$ cat src/rtl/m3_uart_rx_pkg.sv
`default_nettype none
// ============================================================================
// Module      : uart_pkg
// Description : Shared types and constants for the M3 fabric-side UART
//               receiver: FSM state encoding, frame data width and default
//               bit periods for the 54 MHz and 324 MHz clock domains.
// Revision    : 1.0 - initial release
// ============================================================================
package uart_pkg;

    localparam int DATA_BITS = 8;

    // 54 MHz / 115200 and 324 MHz / 115200, rounded to the nearest cycle
    localparam int CLKS_PER_BIT_54M  = 469;
    localparam int CLKS_PER_BIT_324M = 2813;

    typedef enum logic [2:0] {
        IDLE     = 3'd0,
        START    = 3'd1,
        DATA     = 3'd2,
        STOP     = 3'd3,
        BRK_WAIT = 3'd4
    } rx_state_t;

endpackage
`default_nettype wire

$ cat src/rtl/m3_uart_rx_if.sv
`default_nettype none
// ============================================================================
// Module      : m3_uart_rx_if
// Description : Byte delivery interface of the UART receiver.
//               master : receiver side (drives data/valid/status)
//               slave  : consumer side (drives rx_ready)
//   rx_data   [8] received byte, LSB = first data bit
//   rx_valid  [1] rx_data holds an unconsumed byte
//   rx_ready  [1] consumer accepts rx_data when rx_valid && rx_ready
//   busy      [1] a frame is in progress
//   frame_err [1] one-cycle pulse, stop bit sampled low
//   overrun   [1] one-cycle pulse, completed byte dropped (buffer full)
// Revision    : 1.0 - initial release
// ============================================================================
interface m3_uart_rx_if;
    import uart_pkg::*;

    logic [DATA_BITS-1:0] rx_data;
    logic                 rx_valid;
    logic                 rx_ready;
    logic                 busy;
    logic                 frame_err;
    logic                 overrun;

    modport master (
        output rx_data,
        output rx_valid,
        input  rx_ready,
        output busy,
        output frame_err,
        output overrun
    );

    modport slave (
        input  rx_data,
        input  rx_valid,
        output rx_ready,
        input  busy,
        input  frame_err,
        input  overrun
    );

endinterface
`default_nettype wire

$ cat src/rtl/m3_uart_rx_sync_2ff.sv
`default_nettype none
// ============================================================================
// Module      : sync_2ff
// Description : Two-flop synchronizer for a single asynchronous input bit.
//   clk     in  destination clock
//   reset_n in  synchronous active-low reset, loads RESET_VAL into both flops
//   d       in  asynchronous input
//   q       out synchronized output
// Revision    : 1.0 - initial release
// ============================================================================
module sync_2ff #(
    parameter logic RESET_VAL = 1'b1
) (
    input  wire logic clk,
    input  wire logic reset_n,
    input  wire logic d,
    output logic      q
);

    logic r_meta;
    logic r_sync;

    always_ff @(posedge clk) begin
        if (!reset_n) begin
            r_meta <= RESET_VAL;
            r_sync <= RESET_VAL;
        end else begin
            r_meta <= d;
            r_sync <= r_meta;
        end
    end

    assign q = r_sync;

endmodule
`default_nettype wire

$ cat src/rtl/m3_uart_rx.sv
`default_nettype none
// ============================================================================
// Module      : m3_uart_rx
// Description : 8N1 UART receiver for the Cortex-M3 UART0 TX line. Bytes are
//               handed to fabric logic through a one-entry holding buffer
//               with a valid/ready handshake; framing errors and overruns are
//               reported as single-cycle pulses.
//   clk     in  system clock
//   reset_n in  synchronous active-low reset
//   rxd     in  asynchronous serial line, idle high
//   rx_if   master modport: rx_data, rx_valid, rx_ready, busy, frame_err,
//           overrun
// Revision    : 1.0 - initial release
// ============================================================================
module m3_uart_rx
    import uart_pkg::*;
#(
    parameter int CLKS_PER_BIT = CLKS_PER_BIT_54M
) (
    input  wire logic     clk,
    input  wire logic     reset_n,
    input  wire logic     rxd,
    m3_uart_rx_if.master  rx_if
);

    // Start bit is confirmed at its centre; all later samples are a full bit
    // period apart, landing at bit centre +/- 1 cycle.
    localparam int HALF_BIT = (CLKS_PER_BIT - 1) / 2;
    localparam int CW       = $clog2(CLKS_PER_BIT);
    localparam int BW       = $clog2(DATA_BITS);

    localparam logic [CW-1:0] c_half     = CW'(HALF_BIT);
    localparam logic [CW-1:0] c_last     = CW'(CLKS_PER_BIT - 1);
    localparam logic [BW-1:0] c_last_bit = BW'(DATA_BITS - 1);

    logic                 w_rxs;
    rx_state_t            r_state;
    logic [CW-1:0]        r_cnt;
    logic [BW-1:0]        r_bit;
    logic [DATA_BITS-1:0] r_shift;
    logic                 r_deliver;
    logic [DATA_BITS-1:0] r_data;
    logic                 r_valid;
    logic                 r_busy;
    logic                 r_frame_err;
    logic                 r_overrun;

    // Synchronizer resets to the idle (high) line level so that leaving
    // reset never looks like a start edge.
    sync_2ff #(
        .RESET_VAL (1'b1)
    ) u_sync_rxd (
        .clk     (clk),
        .reset_n (reset_n),
        .d       (rxd),
        .q       (w_rxs)
    );

    always_ff @(posedge clk) begin
        if (!reset_n) begin
            r_state     <= IDLE;
            r_cnt       <= '0;
            r_bit       <= '0;
            r_shift     <= '0;
            r_deliver   <= 1'b0;
            r_data      <= '0;
            r_valid     <= 1'b0;
            r_busy      <= 1'b0;
            r_frame_err <= 1'b0;
            r_overrun   <= 1'b0;
        end else begin
            r_frame_err <= 1'b0;
            r_overrun   <= 1'b0;
            r_deliver   <= 1'b0;

            // Holding buffer: a completed byte lands one cycle after the
            // stop-bit sample. A consume in that same cycle frees the slot.
            if (r_deliver) begin
                if (!r_valid || rx_if.rx_ready) begin
                    r_data  <= r_shift;
                    r_valid <= 1'b1;
                end else begin
                    r_overrun <= 1'b1;
                end
            end else if (r_valid && rx_if.rx_ready) begin
                r_valid <= 1'b0;
            end

            case (r_state)
                IDLE: begin
                    r_cnt <= '0;
                    if (!w_rxs) begin
                        r_state <= START;
                        r_busy  <= 1'b1;
                    end
                end

                START: begin
                    if (r_cnt == c_half) begin
                        r_cnt <= '0;
                        if (!w_rxs) begin
                            r_state <= DATA;
                            r_bit   <= '0;
                        end else begin
                            // Low pulse shorter than half a bit: noise
                            r_state <= IDLE;
                            r_busy  <= 1'b0;
                        end
                    end else begin
                        r_cnt <= r_cnt + 1'b1;
                    end
                end

                DATA: begin
                    if (r_cnt == c_last) begin
                        r_cnt          <= '0;
                        r_shift[r_bit] <= w_rxs;
                        if (r_bit == c_last_bit) begin
                            r_state <= STOP;
                        end else begin
                            r_bit <= r_bit + 1'b1;
                        end
                    end else begin
                        r_cnt <= r_cnt + 1'b1;
                    end
                end

                STOP: begin
                    if (r_cnt == c_last) begin
                        r_cnt <= '0;
                        if (w_rxs) begin
                            // Return at mid-stop so a start edge half a bit
                            // later (zero idle gap) is caught.
                            r_deliver <= 1'b1;
                            r_state   <= IDLE;
                            r_busy    <= 1'b0;
                        end else begin
                            r_frame_err <= 1'b1;
                            r_state     <= BRK_WAIT;
                        end
                    end else begin
                        r_cnt <= r_cnt + 1'b1;
                    end
                end

                BRK_WAIT: begin
                    // Hold off until the line idles so a break is not
                    // decoded as a stream of 0x00 frames.
                    r_cnt <= '0;
                    if (w_rxs) begin
                        r_state <= IDLE;
                        r_busy  <= 1'b0;
                    end
                end

                default: begin
                    r_state <= IDLE;
                    r_cnt   <= '0;
                    r_busy  <= 1'b0;
                end
            endcase
        end
    end

    assign rx_if.rx_data   = r_data;
    assign rx_if.rx_valid  = r_valid;
    assign rx_if.busy      = r_busy;
    assign rx_if.frame_err = r_frame_err;
    assign rx_if.overrun   = r_overrun;

endmodule
`default_nettype wire

$ cat src/flat_wrapper.sv
// flat-port wrapper written by rule: the top's interface ports become plain ports
module m3_uart_rx_flat import uart_pkg::*;
#(
    parameter int CLKS_PER_BIT = CLKS_PER_BIT_54M
)
  (clk, reset_n, rxd, rx_if_rx_data, rx_if_rx_valid, rx_if_rx_ready, rx_if_busy, rx_if_frame_err, rx_if_overrun);
  m3_uart_rx_if rx_if_i ();
  input  wire logic clk;
  input  wire logic reset_n;
  input  wire logic rxd;
  output wire logic [$bits(rx_if_i.rx_data)-1:0] rx_if_rx_data;
  output wire logic [$bits(rx_if_i.rx_valid)-1:0] rx_if_rx_valid;
  input wire logic [$bits(rx_if_i.rx_ready)-1:0] rx_if_rx_ready;
  output wire logic [$bits(rx_if_i.busy)-1:0] rx_if_busy;
  output wire logic [$bits(rx_if_i.frame_err)-1:0] rx_if_frame_err;
  output wire logic [$bits(rx_if_i.overrun)-1:0] rx_if_overrun;
  assign rx_if_rx_data = rx_if_i.rx_data;
  assign rx_if_rx_valid = rx_if_i.rx_valid;
  assign rx_if_i.rx_ready = rx_if_rx_ready;
  assign rx_if_busy = rx_if_i.busy;
  assign rx_if_frame_err = rx_if_i.frame_err;
  assign rx_if_overrun = rx_if_i.overrun;
  m3_uart_rx #(.CLKS_PER_BIT(CLKS_PER_BIT)) u_core (.clk(clk), .reset_n(reset_n), .rxd(rxd), .rx_if(rx_if_i));
endmodule
$ cat config.mk
export PLATFORM = sky130hd
export DESIGN_NAME = m3_uart_rx_flat
export DESIGN_NICKNAME = d
export VERILOG_FILES = /design/src/rtl/m3_uart_rx_pkg.sv /design/src/rtl/m3_uart_rx_if.sv /design/src/rtl/m3_uart_rx_sync_2ff.sv /design/src/rtl/m3_uart_rx.sv /design/src/flat_wrapper.sv
export SDC_FILE = /design/constraint.sdc
export NUM_CORES = 1
export LEC_CHECK = 0
export CAP_MARGIN = 5
export CORE_ASPECT_RATIO = 0.6
export CORE_MARGIN = 2
export CORE_UTILIZATION = 57
export CTS_BUF_LIST = sky130_fd_sc_hd__clkbuf_4
export CTS_CLUSTER_DIAMETER = 30
export DETAILED_ROUTE_END_ITERATION = 10
export PLACE_DENSITY = 0.78
export SYNTH_ARGS = -nofsm -noshare
export SYNTH_HDL_FRONTEND = slang
export SYNTH_SLANG_ARGS = --single-unit
$ cat constraint.sdc
create_clock -name clk -period 2.5 [get_ports clk]
set_clock_uncertainty 0.2 [all_clocks]
set_input_delay 0.25 -clock clk [delete_from_list [all_inputs] [get_ports clk]]
set_output_delay 0.25 -clock clk [all_outputs]
set_load 0.03 [all_outputs]
== Yosys cells after proc, flatten, opt, wreduce, memory -nomap -nowiden ==
Cells that the tools add are included.

* Add/sub/neg operators: 2
* Magnitude comparators: 2
* Equal/unequal tests: 16
* Multiplexer cells: 31
* Bitwise operators: 1
* Reduce and logical (&&, ||, !) cells: 16

{| class="wikitable"
|+ Operator list
! cell !! number
|-
| $mux W3 || 11
|-
| $mux W9 || 2
|-
| $pmux W9 S2 || 1
|-
| $pmux W3 S5 || 1
|-
| $mux W1 || 11
|-
| $ne A2 B2 Y1 const B || 5
|-
| $add A9 B1 Y9 const B || 1
|-
| $eq A9 B8 Y1 const B || 1
|-
| $eq A9 B9 Y1 const B || 1
|-
| $bwmux W8 || 1
|-
| $ne A2 B1 Y1 const B || 4
|-
| $reduce_and A2 Y1 || 4
|-
| $eq A3 B2 Y1 const B || 2
|-
| $eq A3 B3 Y1 const B || 2
|-
| $pmux W3 S2 || 1
|-
| $reduce_and A6 Y1 || 1
|-
| $pmux W1 S5 || 1
|-
| $reduce_and A5 Y1 || 1
|-
| $lt A3 B4 Y1 const B || 1
|-
| $reduce_and A4 Y1 || 1
|-
| $reduce_bool A2 Y1 || 2
|-
| $add A3 B1 Y3 const B || 1
|-
| $demux W1 S3 || 1
|-
| $eq A3 B1 Y1 const B || 1
|-
| 9 further kinds || 10
|}

* Bits in registers: 38
* Output and inout port bits: 12
* Logic and storage cells: 80

== Depth between registers and ports, before layout ==
* Word-level depth: 5
* Gate-level depth with buffers: 7

== Hierarchy ==
Synthesis repeated with hierarchy kept, for this count alone.

* Cells, all modules: 188
* Area total of the unflattened synthesis: 1,784.2 um^2

{| class="wikitable"
|+ By module, submodules not included
! module !! times used !! cells each !! area each (um^2) !! seq. area each (um^2)
|-
| m3_uart_rx || 1 || 184 || 1,731.7 || 720.7
|-
| sync_2ff || 1 || 4 || 52.6 || 40.0
|}

== Worst setup path after synthesis ==
OpenSTA, ideal clock, no wires.

* Kind: reg-to-reg
* Start point: register u_core.r_state[2]
* End point: register u_core.r_shift[4]
* Library setup time: 132 ps
* Arrival: 1,677 ps
* Required time: 2,168 ps
* Setup slack: 491 ps
* Cell stages (with the launch flop): 6
* Clock period less this slack: 2,009 ps
* Path through: dfxtp_1 -> or3b_4 -> or4_4 -> buf_6 -> o311ai_1 -> o41ai_1

* Cells in the longest elaborated chain, start to end: 2

{| class="wikitable"
|+ RTL lines
! what !! line !! source
|-
| from (decl) || m3_uart_rx.sv:37 || <nowiki>rx_state_t r_state;</nowiki>
|-
| from (signal assigned) || m3_uart_rx.sv:61 || <nowiki>r_state <= IDLE;</nowiki>
|-
| from (signal assigned) || m3_uart_rx.sv:93 || <nowiki>r_state <= START;</nowiki>
|-
| from (signal assigned) || m3_uart_rx.sv:102 || <nowiki>r_state <= DATA;</nowiki>
|-
| $eq A3 B2 Y1 || m3_uart_rx.sv:89 || <nowiki>case (r_state)</nowiki>
|-
| $reduce_and A2 Y1 (no source line) || - ||
|-
| to (signal, indexed assignment) || m3_uart_rx.sv:117 || <nowiki>r_shift[r_bit] <= w_rxs;</nowiki>
|-
| to (decl) || m3_uart_rx.sv:40 || <nowiki>logic [DATA_BITS-1:0] r_shift;</nowiki>
|}

No other way between the ends.
A chain may end at the register's enable or synchronous reset.

== Worst setup path after layout ==
* Start point: register u_core.r_state[1]
* End point: register u_core.r_shift[4]

Same word-level chain as after synthesis.

==> run metrics <==
outcome complete, no violations; final setup margin around 0.26 ns; Clock Root Buffer clkbuf_4; drt wl/cell roughly 13 um; CTS buffer count 5; Max-cap violations 0; depth of the worst register-to-register path 4; biggest area consumer among synthesized cells dfxtp_1; reg-to-reg startpoint u_core.r_state[1]; top post-synthesis cells by area dfxtp_1, mux2i_1, nor2_1; layout cells sized above 1 under 10%; Worst VDD drop between 0.3 and 0.4 mV; Syn Area/Cell about 9.1 um2; Hold Crit Start u_core.u_sync_rxd.r_meta; Initial Util between 50% and 60%; worst hold path cell count 1; YS warnings 0; overall die height between 40 and 50 um; dominant synthesized flop cell dfxtp_1; core area between 2000 and 3000 um2; Sink Count 38; Vias/cell ~5.4; period utilisation layout 89.5%; commonest non-fill, non-tap cells in the layout dfxtp_1, nor2_1, nand2_1; die area around 3400 um2; Arr. time, crit path roughly 2.3 ns; Hold WC Path Type reg -> reg; # diodes 0; clock network fraction of total power between 30% and 40%; Post-synth EDFFs 0; Post-Synthesis Cells ~190; postcts setup bufs 0; RSZ-0062 raised after global routing false; synthesis-to-finish area growth 13.4%; Worst Max-Slew Pin Slew around 0.54 ns; number of cell rows 15; setup slack, reg-to-reg 0.26 ns; Post-Layout Cell Count 242; H-tree Lvls 2; 1st-iter DRT viols 85; setup violators final 0; critical-path maximum fanout 12; Cell variety after synth 40; PortBufs 15; reg2reg end u_core.r_shift[4]; NumNets Final between 200 and 250; initial antenna violation count 0; Post-Syn Area 1680 um2; CTS tree built; Hold Vio Cnt, Final 0; switch share 23.4%; detailed-route DRC error count 0; DRT antenna net count 0; WP data required about 2.5 ns; Fmax 447 MHz; number of global-route vias before repair 1240; Startpoint Class flop; share of Yosys cell area claimed by the top area cell type 45.2%; Finished Cell Area ~1900 um2; Final Max Slew Viols 0; Hold Path Sink u_core.u_sync_rxd.q; area post-placement 1850 um2; setup_tns 0 ns; combinational group share of total power between 3 and 4%; vias 1314; Worst Setup Path Type reg -> reg; drt pass-1 iters 5; IO Pins 16; GPL Wtd Cong 0.882; Power Density between 500 and 600 nW/um2; Die W ~74 um; relative slew slack between 60 and 70%; Hold Buf Count CTS 0; largest net degree at the start of global routing 14; internal power between 0.7 and 0.8 mW; hold_ws 0.231 ns; LEAKAGE roughly 0.73 nW; Overflow after GRT 0; post-synthesis sequential area ratio ~45%; Tmin final approximately 2.2 ns; GRT Overall Usage 21.1%; PostCTS Resize Cnt 0; sequential power share 63.6%; first-pass GRT wire length between 5 and 6 mm; most common cell after layout, fill and taps aside dfxtp_1; Post-DP HPWL approximately 2.3 mm; Total Routed Length 3.24 mm; Post-Syn Nets 194; CTS Buffer Depth 2; Inst Count DP between 200 and 250; CP endpoint kind flop; pre-CTS setup slack 0.273 ns; clk_lat worst skew approximately 0.35 ns; net switching power 0.226 mW; clk slew on worst S/H paths 0.11 ns; ys async rst share 0%; flops & latches, synth 38
-- sequential cells by signal, summed over array words and instances, names as in the netlist --
register / cells
u_core.r_shift: 8
u_core.r_deliver: 1
u_core.r_bit: 3
u_core.rx_if.rx_valid: 1
u_core.rx_if.overrun: 1
u_core.r_cnt: 9
u_core.rx_if.frame_err: 1
u_core.r_state: 3
u_core.rx_if.rx_data: 8
u_core.u_sync_rxd.r_meta: 1
u_core.u_sync_rxd.q: 1
u_core.rx_if.busy: 1
-- worst max-delay path by stage --
stage                            startpoint           endpoint  slack [ns]  cells past startpoint
after floorplan           u_core.r_state[2]  u_core.r_shift[4]        0.49                      5
after global placement    u_core.r_state[1]  u_core.r_shift[4]        0.35                      4
after detailed placement  u_core.r_state[1]  u_core.r_shift[4]        0.27                      4
after CTS                 u_core.r_state[1]  u_core.r_shift[4]        0.27                      4
after global routing        u_core.r_bit[0]    u_core.r_bit[0]        0.12                      6
final                     u_core.r_state[1]  u_core.r_shift[4]        0.26                      4
-- worst max-delay path: stages (launching register included) --
cell	delay, ns
dfxtp_1	0.53
or3b_4	0.45
or4_4	0.57
o311ai_1	0.26
o41ai_1	0.12
-- power by group through the flow --
stage | clock [mW] | combinational (mW) | sequential [mW]
3_3_place_gp | 0 | 0.0340 | 0.627
4_1_cts | 0.325 | 0.0353 | 0.614
6_report | 0.317 | 0.0349 | 0.614
2_1_floorplan | 0 | 0.0225 | 0.627
3_5_place_dp | 0 | 0.0349 | 0.628
5_1_grt | 0.349 | 0.0391 | 0.615
-- Yosys cell counts, types with 3 or more instances --
library cell  count
nand2_1          19
nand3b_1          3
nor3_1            6
nand2b_1          6
nand4b_1          3
inv_1             5
xnor2_1           6
clkbuf_1          6
o22ai_1           3
nand3_1           6
ha_1              5
a21oi_1           3
dfxtp_1          38
nor2_1           29
mux2i_1          14
-- kinds of logic (layout without fill, tap and decap cells) --
logic type,after synthesis,after routing,synth area share (%)
AOI/OAI and AO/OA,18,18,7.44
xor gates and xnor gates,8,8,4.16
adders and majority gates,5,5,3.72
buffers and inverters,15,30,3.87
DFF,38,38,45.2
muxes,14,14,8.33
and+or+nand+nor,87,87,27.3
-- routing by layer --
layer	track usage (%)	up-vias	share of wire, %
li1	-	664	-
met1	26.9	608	47
met2	32.3	34	45
met3	7.00	8	6.0
met4	10.5	0	1.9
met5	0	-	0
-- through the flow --
stage	total power [mW]	util, %
floorplan	0.650	-
global placement	0.661	65.4
detailed placement	0.663	65.4
CTS	0.974	67.3
global route	1.00	67.3
finish	0.966	67.3
-- final cells by class --
class	count	area, um2
Timing Repair Buffer	17	165
Sequential cell	38	761
Fill cell	247	926
Clock inverter	2	8.76
Multi-Input combinational cell	132	857
Tap cell	42	52.6
Clock buffer	6	45.0
Inverter	5	18.8
(Power assumes the default switching activity.)
